--- src/rtl/hs_cdc_pkg.sv ---
// Shared definitions for the source-side req/ack CDC handshake.
package hs_cdc_pkg;

  typedef enum logic [1:0] {
    IDLE     = 2'd0,
    REQ_HIGH = 2'd1,
    REQ_LOW  = 2'd2
  } hs_state_e;

  localparam int DEF_SYNC_STAGES = 2;
  localparam int DEF_TIMEOUT     = 1024;

  // A disabled timeout (0) still needs a 1-bit counter to keep widths legal.
  function automatic int cnt_width(input int timeout_cycles);
    return (timeout_cycles > 0) ? $clog2(timeout_cycles + 1) : 1;
  endfunction

endpackage

--- src/rtl/hs_cdc_tx_sync.sv ---
// Multi-flop level synchronizer for a single asynchronous control bit.
module hs_cdc_tx_sync
  import hs_cdc_pkg::*;
#(
  parameter int num_stages = DEF_SYNC_STAGES
) (
  input  logic clk,
  input  logic rst_n,
  input  logic d_i,
  output logic q_o
);

  logic [num_stages-1:0] sync_q;

  always_ff @(posedge clk or negedge rst_n) begin
    if (!rst_n) begin
      sync_q <= '0;
    end else begin
      sync_q <= {sync_q[num_stages-2:0], d_i};
    end
  end

  assign q_o = sync_q[num_stages-1];

endmodule

--- src/rtl/hs_cdc_tx.sv ---
// Initiator side of a 4-phase req/ack handshake carrying one word across clock domains.
module hs_cdc_tx
  import hs_cdc_pkg::*;
#(
  parameter int DATA_W      = 8,
  parameter int SYNC_STAGES = DEF_SYNC_STAGES,
  parameter int TIMEOUT     = DEF_TIMEOUT
) (
  input  logic              clk,
  input  logic              rst_n,
  input  logic              send_valid,
  input  logic [DATA_W-1:0] send_data,
  output logic              send_ready,
  output logic              req_out,
  output logic [DATA_W-1:0] data_out,
  input  logic              ack_in,
  output logic              done,
  output logic              timeout
);

  localparam int CNT_W = cnt_width(TIMEOUT);
  localparam logic [CNT_W-1:0] CNT_LAST = CNT_W'((TIMEOUT > 0) ? TIMEOUT - 1 : 0);
  localparam logic [CNT_W-1:0] CNT_MAX  = '1;

  hs_state_e         state_q, state_d;
  logic              req_q, req_d;
  logic [DATA_W-1:0] data_q, data_d;
  logic [CNT_W-1:0]  cnt_q, cnt_d;
  logic              abort_q, abort_d;
  logic              done_q, done_d;
  logic              tmo_q, tmo_d;
  logic              ack_s;

  hs_cdc_tx_sync #(
    .num_stages (SYNC_STAGES)
  ) u_ack_sync (
    .clk   (clk),
    .rst_n (rst_n),
    .d_i   (ack_in),
    .q_o   (ack_s)
  );

  always_ff @(posedge clk or negedge rst_n) begin
    if (!rst_n) begin
      state_q <= IDLE;
      req_q   <= 1'b0;
      data_q  <= '0;
      cnt_q   <= '0;
      abort_q <= 1'b0;
      done_q  <= 1'b0;
      tmo_q   <= 1'b0;
    end else begin
      state_q <= state_d;
      req_q   <= req_d;
      data_q  <= data_d;
      cnt_q   <= cnt_d;
      abort_q <= abort_d;
      done_q  <= done_d;
      tmo_q   <= tmo_d;
    end
  end

  always_comb begin
    state_d = state_q;
    req_d   = req_q;
    data_d  = data_q;
    cnt_d   = cnt_q;
    abort_d = abort_q;
    done_d  = 1'b0;
    tmo_d   = 1'b0;

    unique case (state_q)
      IDLE: begin
        if (send_valid) begin
          data_d  = send_data;
          req_d   = 1'b1;
          cnt_d   = '0;
          abort_d = 1'b0;
          state_d = REQ_HIGH;
        end
      end

      // An ack seen on the last allowed cycle still completes normally.
      REQ_HIGH: begin
        if (ack_s) begin
          req_d   = 1'b0;
          state_d = REQ_LOW;
        end else if ((TIMEOUT != 0) && (cnt_q == CNT_LAST)) begin
          req_d   = 1'b0;
          tmo_d   = 1'b1;
          abort_d = 1'b1;
          state_d = REQ_LOW;
        end else if (cnt_q != CNT_MAX) begin
          cnt_d = cnt_q + 1'b1;
        end
      end

      // A late ack after an abort parks us here until the far side drops it.
      REQ_LOW: begin
        if (!ack_s) begin
          done_d  = !abort_q;
          state_d = IDLE;
        end
      end

      default: begin
        state_d = IDLE;
      end
    endcase
  end

  assign send_ready = (state_q == IDLE);
  assign req_out    = req_q;
  assign data_out   = data_q;
  assign done       = done_q;
  assign timeout    = tmo_q;

endmodule

--- config.mk ---
export PLATFORM = sky130hd
export DESIGN_NAME = hs_cdc_tx
export DESIGN_NICKNAME = d
export VERILOG_FILES = /design/src/rtl/hs_cdc_pkg.sv /design/src/rtl/hs_cdc_tx_sync.sv /design/src/rtl/hs_cdc_tx.sv
export SDC_FILE = /design/constraint.sdc
export NUM_CORES = 1
export LEC_CHECK = 0
export CAP_MARGIN = 40
export CORE_MARGIN = 4
export CORE_UTILIZATION = 35
export DETAILED_ROUTE_END_ITERATION = 10
export GPL_TIMING_DRIVEN = 0
export SLEW_MARGIN = 15
export SYNTH_ARGS = -nofsm -noshare
export SYNTH_HDL_FRONTEND = slang
export SYNTH_SLANG_ARGS = --single-unit
--- constraint.sdc ---
create_clock -name clk -period 1.9 [get_ports clk]
set_clock_uncertainty 0.2 [all_clocks]
set_input_delay 0.19 -clock clk [delete_from_list [all_inputs] [get_ports clk]]
set_output_delay 0.19 -clock clk [all_outputs]
set_load 0.1 [all_outputs]
==> results of run 1 <==
==> power by group <==
part           switching (mW)  internal (mW)  leakage (nW)
registers               0.147          0.751         0.343
clock network           0.177         0.0806        0.0139
logic                    1.37          0.957         0.426
total                    1.70           1.79         0.783
==> critical path: stages (launching register included) <==
cell	delay [ns]
dfrtp_2	0.45
or2b_1	0.27
a21o_1	0.22
nor2_4	0.14
buf_8	0.17
mux2_4	0.31
==> synthesized netlist by cell type, drive strengths merged <==
| cell type | count |
|---|---|
| and4 | 3 |
| a21oi | 4 |
| a211oi | 1 |
| a32o | 1 |
| nand4 | 2 |
| nor3 | 3 |
| or2b | 2 |
| nand3 | 4 |
| nand2b | 1 |
| a31oi | 5 |
| nand3b | 1 |
| or4 | 1 |
| o22a | 1 |
| o211ai | 1 |
| nor2 | 8 |
| a41oi | 3 |
| ha | 1 |
| buf | 3 |
| a32oi | 1 |
| dfrtp | 27 |
| or3b | 1 |
| nand2 | 3 |
| inv | 5 |
| o31ai | 2 |
| o311ai | 1 |
| nor4b | 2 |
| a311oi | 1 |
| a21o | 1 |
| mux2 | 8 |
| o21ai | 7 |
| o21a | 1 |
| nor2b | 2 |
==> cell type report <==
cell class              count  area share [%]
well taps                  46            3.03
clock buffers               3            1.19
plain buffers               3            1.45
multi-input cells          72            31.2
flip-flops and latches     27            35.8
clock inverters             1           0.395
inverters                   5           0.988
repair buffers             43            26.0
==> per-stage QoR <==
| stage | hold WS, ns | utilization, % | worst slack (ns) |
|---|---|---|---|
| finish | 0.0735 | 56.0 | 0.0486 |
| global route | 0.0376 | 56.0 | -0.00744 |
| CTS | 0.0635 | 53.2 | -0.00422 |
| detailed placement | 0.0374 | 50.8 | -0.117 |
| global placement | 0.135 | 45.6 | -0.206 |
| floorplan | -0.306 | - | 0.108 |
==> registers in the layout (all words and copies together), names as in the netlist <==
name	count
cnt_q	11
data_out	8
state_q	2
u_ack_sync.sync_q	2
abort_q	1
done	1
req_out	1
timeout	1
==> path summary, 6_finish.rpt <==
check,startpoint,endpoint,cells after the start
min in group asynchronous,rst_n,cnt_q[1],2
max,u_ack_sync.sync_q[1],data_out[4],5
max in group asynchronous,rst_n,state_q[0],2
min,ack_in,u_ack_sync.sync_q[0],1
max reg2reg,u_ack_sync.sync_q[1],data_out[4],5
min reg2reg,u_ack_sync.sync_q[0],u_ack_sync.sync_q[1],0
==> cells in the final DEF, fill, tap and decap left out, drive strengths merged, types with 2 or more instances in the layout <==
master	count
dfrtp	27
buf	24
clkdlybuf4s50	19
mux2	8
nor2	8
o21ai	7
inv	5
a31oi	5
a21oi	4
nand3	4
nor3	3
nand2	3
a41oi	3
clkbuf	3
and4	3
nand4	2
o31ai	2
dlymetal6s2s	2
nor4b	2
or2b	2
nor2b	2
==> cells by family after synthesis <==
logic type      synth area share (%)
compound gates                  17.0
buf+inv                         3.39
mux                             8.96
flops                           53.8
fa+ha+maj                      0.996
simple gates                    15.8
==> routing by layer <==
layer / global-route usage, % / wire [um]
met2: 23.3 / 1570
met5: 0 / 0
met4: 5.21 / 30
met3: 2.63 / 167
met1: 18.4 / 1200
==> timing repair <==
action / in CTS / in global routing
setup endpoints to repair: 14 / 19
hold endpoints to repair: 27 / 0
gates resized for setup: 7 / 17
pin swaps: 0 / 3
setup buffers: 4 / 5
hold buffers: 1 / 0
==> flow_metrics.py, run 1 <==
metrics = {
    "sta": {
        "fmax_ghz": 0.540,
        "finalMaxSlewViolations": 0,
        "fin_crit_sh_pct": 97.4,
        "hold_violations": 0,
        "fin_setup_tns_ns": 0,
        "final-setup-viol-count": 0,
        "grt_setup_unrepaired": "true",
        "tightest_slew_ns": 0.591,
        "period_needed_ns": 1.85,
        "slew-limit-headroom_pct": 60.6,
    },
    "critical_path": {
        "r2r_slack_ns": 0.05,
        "arrival_ns": 1.89,
        "critPathRequiredTime_ns": 1.94,
        "cp_max_fo": 10,
        "crit_type": "register to register",
        "cp-end-kind": "register",
        "crit_path_start_kind": "register",
    },
    "placed_design": {
        "placedInstanceArea_mm2": 0.00172,
        "port_buffers": 23,
        "place_hpwl_um": 2030,
        "dp_cells": 188,
        "gp_congestion": 0.769,
    },
    "global_route": {
        "grt_max_degree": 28,
        "grt_pass1_wl_um": 4930,
        "antenna_found_initial": 0,
        "grt_usage_pct": 14.1,
        "first_global_vias": 1060,
        "grt_overflow": 0,
    },
    "floorplanning": {
        "initial_core_util_pct": 37.1,
        "num_rows": 21,
        "die_h_um": 67.9,
        "die_w_um": 67.9,
        "fp.coreArea_mm2": 0.00339,
        "die-area_mm2": 0.00461,
        "ios": 24,
    },
    "yosys": {
        "synth_top_area_cell": "dfrtp_1",
        "yosysWarnings": 0,
        "synthCells": 107,
        "avgSynthCellArea_um2": 11.7,
        "ys_seq_area_share_pct": 53.8,
        "syn_area_mm2": 0.00126,
        "synthDistinctLibCells": 38,
        "ys_ff_latch": 27,
        "yosys.area.top_type_share_pct": 53.8,
        "synthesis.nets": 120,
        "synth_area_leaders": "dfrtp_1, mux2_4, o21ai_0",
    },
    "clock_tree": {
        "tritoncts": "built",
        "clock-sinks": 27,
        "clock_path_buffers": 2,
        "clkTransAtPathRegs_ns": 0.15,
        "clock_latency_ns": 0.33,
        "htreeDepth": 1,
        "numCtsBuffers": 3,
        "clock-root-buffer": "clkbuf_4",
    },
    "cells_and_area": {
        "fill_cells": 267,
        "final_nets": 168,
        "seqCellArea_um2": 679,
        "final_cells": 200,
        "n_antenna_cell": 0,
        "finalInstanceArea_mm2": 0.00190,
        "area_growth_pct": 51.2,
        "drive_gt1_share_pct": 33.8,
        "multi_input_area_um2": 592,
    },
    "drt": {
        "drtPass1Iterations": 4,
        "drc_errors": 0,
        "antenna_left": 0,
        "wl_per_cell_um": 14.8,
        "via_per_inst": 5.28,
        "vias": 1055,
        "drt_iter0_drc": 69,
        "finalWirelength_um": 2960,
    },
    "flow_run": {
        "cap_violations": 0,
    },
    "pwr": {
        "p_leak_nw": 0.783,
        "ir_worst_vdd_mv": 0.926,
        "finalPower_mw": 3.48,
        "power.density_mw_per_mm2": 1830,
    },
    "run_status": {
        "outcome": "complete, no violations",
    },
    "hold_path": {
        "holdCritPathClass": "input pin to register",
    },
}
Power figures use the tool's default switching activity.
==> run 2: changes to the inputs <==
CORE_ASPECT_RATIO = 0.5   (was default)
SKIP_CTS_REPAIR_TIMING = 1   (was default)
==> run 2 against run 1 <==
Against the previous run:
- worst hold slack better by 0.078 ns
- first-iteration DRC count is 42% lower
- die area is 1.3% higher
- count of clock-buffer cells in the layout is 1 higher
- the run now ends with negative setup slack left
- final area is 2.1% higher
- setup slack worse by 0.052 ns
- via count is 2.0% lower
- sequential cell count stayed put
- register-to-register slack worse by 0.05 ns
==> flow_metrics.py, run 2 (same netlist as run 1, synthesis figures left out) <==
metrics = {
    "cells_and_area": {
        "final_util_pct": 56.5,
        "final_cells": 210,
        "area_growth_pct": 54.4,
        "largest_reg_flops": 11,
        "final_common_cell": "dfrtp_1",
        "top_register": "cnt_q",
        "final_nets": 173,
        "finalInstanceArea_mm2": 0.00194,
        "drive_gt1_share_pct": 34.0,
        "n_antenna_cell": 0,
        "final_cell_mix": "dfrtp_1, clkdlybuf4s50_1, buf_4",
    },
    "drt": {
        "antenna_left": 0,
        "drtPass1Iterations": 4,
        "via_per_inst": 4.92,
        "vias": 1034,
        "finalWirelength_um": 2920,
        "wl_per_cell_um": 13.9,
        "drt_iter0_drc": 40,
        "drc_errors": 0,
    },
    "sta": {
        "hold_violations": 0,
        "grt_setup_unrepaired": "true",
        "tightest_slew_ns": 0.606,
        "setup_slack_ns": -0.00371,
        "hold-worst-slack_ns": 0.151,
        "fin_setup_tns_ns": -0.00717,
        "slew-limit-headroom_pct": 59.6,
        "final-setup-viol-count": 3,
        "finalMaxSlewViolations": 0,
        "fin_crit_sh_pct": 100,
        "period_needed_ns": 1.90,
        "fmax_ghz": 0.525,
    },
    "placed_design": {
        "dp_slack_ns": -0.0825,
        "gp_congestion": 0.803,
        "port_buffers": 23,
        "placedInstanceArea_mm2": 0.00173,
        "dp_cells": 193,
        "place_hpwl_um": 1950,
    },
    "critical_path": {
        "crit_path_start_kind": "register",
        "worstRegToRegCells": 5,
        "cp-end-kind": "register",
        "crit_type": "register to register",
        "arrival_ns": 1.86,
        "critPathRequiredTime_ns": 1.86,
        "cp_max_fo": 5,
    },
    "clock_tree": {
        "clock_path_buffers": 2,
        "clock-root-buffer": "clkbuf_8",
        "clock_latency_ns": 0.27,
        "numCtsBuffers": 3,
        "htreeDepth": 1,
        "tritoncts": "built",
        "clkTransAtPathRegs_ns": 0.09,
        "clock-sinks": 27,
    },
    "pwr": {
        "power.density_mw_per_mm2": 1890,
        "p_leak_nw": 0.799,
        "ir_worst_vdd_mv": 1.25,
        "finalPower_mw": 3.67,
    },
    "global_route": {
        "grt_pass1_wl_um": 4420,
        "grt_max_degree": 28,
        "first_global_vias": 919,
        "grt_usage_pct": 12.2,
        "grt_overflow": 0,
        "antenna_found_initial": 0,
    },
    "hold_path": {
        "holdCritPathClass": "input pin to register",
        "hold_depth": 1,
    },
    "run_status": {
        "outcome": "finished, violations left",
        "violations": "negative setup slack",
    },
    "floorplanning": {
        "die_h_um": 50.4,
        "fp.coreArea_mm2": 0.00343,
        "ios": 24,
        "die_w_um": 92.7,
        "num_rows": 15,
        "initial_core_util_pct": 36.6,
        "die-area_mm2": 0.00467,
    },
    "flow_run": {
        "cap_violations": 0,
    },
}
## run 2: final timing paths
check	startpoint	end	slack [ns]
setup / recovery	u_ack_sync.sync_q[1]	data_out[7]	-0.004
hold / removal	ack_in	u_ack_sync.sync_q[0]	0.15
setup reg to reg	u_ack_sync.sync_q[1]	data_out[7]	-0.004
hold reg to reg	u_ack_sync.sync_q[0]	u_ack_sync.sync_q[1]	0.16
max in group asynchronous	rst_n	state_q[1]	0.81
min in group asynchronous	rst_n	cnt_q[8]	0.25
## run 2: cell type report
| class | count | area [um2] |
|---|---|---|
| fillers | 285 | 1500 |
| flip-flops and latches | 27 | 679 |
| multi-input cells | 72 | 579 |
| repair buffers | 48 | 526 |
| well taps | 51 | 63.8 |
| clock buffers | 4 | 45.0 |
| plain buffers | 3 | 27.5 |
| inverters | 5 | 18.8 |
## run 2: worst max-delay path, cell delays in order, from the launching register on
cell and delay (ns):
dfrtp_2 0.44, or2b_1 0.27, a21o_1 0.22, nor2_4 0.20, clkbuf_16 0.17, mux2_4 0.28
## run 2: per-layer routing
metal / up-vias / track usage, % / routed length (um)
li1: 508 / - / -
met1: 506 / 16.5 / 1380
met2: 20 / 19.4 / 1420
met3: 0 / 3.74 / 122
met4: 0 / 2.19 / 0
met5: - / 0 / 0
## run 2: report_power, final
group | leakage (nW) | internal (mW) | total (mW) | switching, mW
Combinational | 0.434 | 1.04 | 2.46 | 1.42
Clock | 0.0228 | 0.150 | 0.325 | 0.175
Sequential | 0.343 | 0.752 | 0.881 | 0.128
Total | 0.799 | 1.95 | 3.67 | 1.72
==> run 3: changes to the inputs <==
CTS_BUF_LIST = sky130_fd_sc_hd__clkbuf_16   (was default)
clock period = 2.4 ns   (was 1.9 ns; I/O delays follow)
==> run 3 against run 2 <==
Against the previous run:
- largest power group unchanged
- critical path depth unchanged
- critical path type unchanged
- global-route usage up 0.92 points
- first-iteration DRC count up 13%
- the flow now finishes without violations
- critical endpoint is now req_out
- highest routed layer is now met4
==> flow_metrics.py, run 3 (same netlist as run 1, synthesis figures left out) <==
metrics = {
    "sta": {
        "hold_violations": 0,
        "finalMaxSlewViolations": 0,
        "tightest_slew_ns": 0.594,
        "setup_slack_ns": 0.364,
        "fin_setup_tns_ns": 0,
        "slew-limit-headroom_pct": 59.8,
        "grt_setup_unrepaired": "false",
        "hold-worst-slack_ns": 0.150,
        "final-setup-viol-count": 0,
        "period_needed_ns": 2.04,
        "fmax_ghz": 0.491,
        "fin_crit_sh_pct": 84.8,
    },
    "critical_path": {
        "cp_max_fo": 5,
        "critPathRequiredTime_ns": 2.35,
        "cp-end-kind": "register",
        "worstRegToRegCells": 5,
        "crit_path_start_kind": "register",
        "slowest_stage": "nor4b_1",
        "worstPathCellList": "ha_1 -> nand4_1 -> nor4b_1 -> nor2_1 -> o22a_1",
        "crit_type": "register to register",
        "arrival_ns": 1.99,
        "slowest_delay_ns": 0.56,
    },
    "clock_tree": {
        "clock_path_buffers": 2,
        "tritoncts": "built",
        "clock-root-buffer": "clkbuf_16",
        "numCtsBuffers": 3,
        "clock_latency_ns": 0.26,
        "clock-sinks": 27,
        "clkTransAtPathRegs_ns": 0.07,
        "htreeDepth": 1,
    },
    "hold_path": {
        "hold_depth": 0,
        "holdCritPathClass": "register to register",
    },
    "cells_and_area": {
        "final_common_cell": "dfrtp_1",
        "final_nets": 161,
        "n_antenna_cell": 0,
        "top_register": "cnt_q",
        "largest_reg_flops": 11,
        "final_cell_mix": "dfrtp_1, clkdlybuf4s50_1, buf_8",
        "drive_gt1_share_pct": 22.4,
        "area_growth_pct": 44.7,
        "final_cells": 198,
        "finalInstanceArea_mm2": 0.00182,
        "final_util_pct": 52.9,
    },
    "drt": {
        "drc_errors": 0,
        "drtPass1Iterations": 4,
        "finalWirelength_um": 2740,
        "vias": 996,
        "via_per_inst": 5.03,
        "wl_per_cell_um": 13.9,
        "drt_iter0_drc": 45,
        "antenna_left": 0,
    },
    "global_route": {
        "grt_util_met2_pct": 21.1,
        "grt_max_degree": 28,
        "antenna_found_initial": 0,
        "first_global_vias": 996,
        "grt_overflow": 0,
        "met1_usage_pct": 17.5,
        "grt_usage_pct": 13.1,
        "grt_busiest_layer": "met2",
        "grt_pass1_wl_um": 4770,
        "use_met3_pct": 3.89,
    },
    "pwr": {
        "finalPower_mw": 2.83,
        "p_leak_nw": 0.744,
        "ir_worst_vdd_mv": 0.980,
        "power_switching_mw": 1.33,
        "intPower_mw": 1.50,
        "sequentialPowerShare_pct": 25.2,
        "power.density_mw_per_mm2": 1560,
        "switching_share_pct": 46.9,
        "clkPwrFrac_pct": 13.8,
        "combPwrFrac_pct": 61.0,
    },
    "floorplanning": {
        "ios": 24,
        "fp.coreArea_mm2": 0.00343,
        "num_rows": 15,
        "die_h_um": 50.4,
        "initial_core_util_pct": 36.6,
        "die-area_mm2": 0.00467,
        "die_w_um": 92.7,
    },
    "placed_design": {
        "place_hpwl_um": 1940,
        "dp_slack_ns": 0.381,
        "dp_cells": 193,
        "placedInstanceArea_mm2": 0.00173,
        "gp_congestion": 0.790,
        "port_buffers": 23,
    },
    "flow_run": {
        "cap_violations": 0,
    },
    "run_status": {
        "outcome": "complete, no violations",
    },
}
[run 3: cell count changes in the layout (fill, tap and decap cells not counted), sizes merged]
cell / before / now
clkinvlp: 0 / 1
clkdlybuf4s50: 21 / 22
buf: 28 / 16
clkbuf: 5 / 3
[run 3: metal layers]
metal	share of wire, %	vias up	wire length [um]
li1	-	487	-
met1	48	487	1310
met3	4.4	2	122
met2	47	20	1290
met5	0	-	0
met4	0.84	0	23
[run 3: power groups by stage]
stage | Combinational (mW) | Clock [mW] | Sequential (mW)
after floorplan | 0.529 | 0 | 1.29
after global placement | 1.42 | 0 | 0.713
after detailed placement | 1.74 | 0 | 0.717
after CTS | 1.74 | 0.398 | 0.712
after global routing | 1.80 | 0.417 | 0.737
final | 1.73 | 0.390 | 0.713
[run 3: path summary, 6_finish.rpt]
kind / end / from / slack [ns]
max in group asynchronous: u_ack_sync.sync_q[1] / rst_n / 1.29
min in group asynchronous: cnt_q[7] / rst_n / 0.31
worst min register to register: u_ack_sync.sync_q[1] / u_ack_sync.sync_q[0] / 0.15
worst max-delay path: req_out / cnt_q[0] / 0.36
worst max register to register: req_out / cnt_q[0] / 0.36
worst min-delay path: u_ack_sync.sync_q[1] / u_ack_sync.sync_q[0] / 0.15
[run 3: final cells by class]
class | count | area [um2]
tap | 51 | 63.8
timing repair buffer | 36 | 415
clock buffer | 3 | 75.1
sequential | 27 | 676
multi-input combinational | 72 | 538
buffer | 3 | 23.8
fill | 300 | 1620
clock inverter | 1 | 7.51
inverter | 5 | 18.8
[run 3: critical path: cells and delay by family (launching register included)]
| kind | cells | cell delay (ns) |
|---|---|---|
| compound gates | 1 | 0.20 |
| fa+ha+maj | 1 | 0.25 |
| simple gates | 3 | 0.89 |
| flops | 1 | 0.39 |
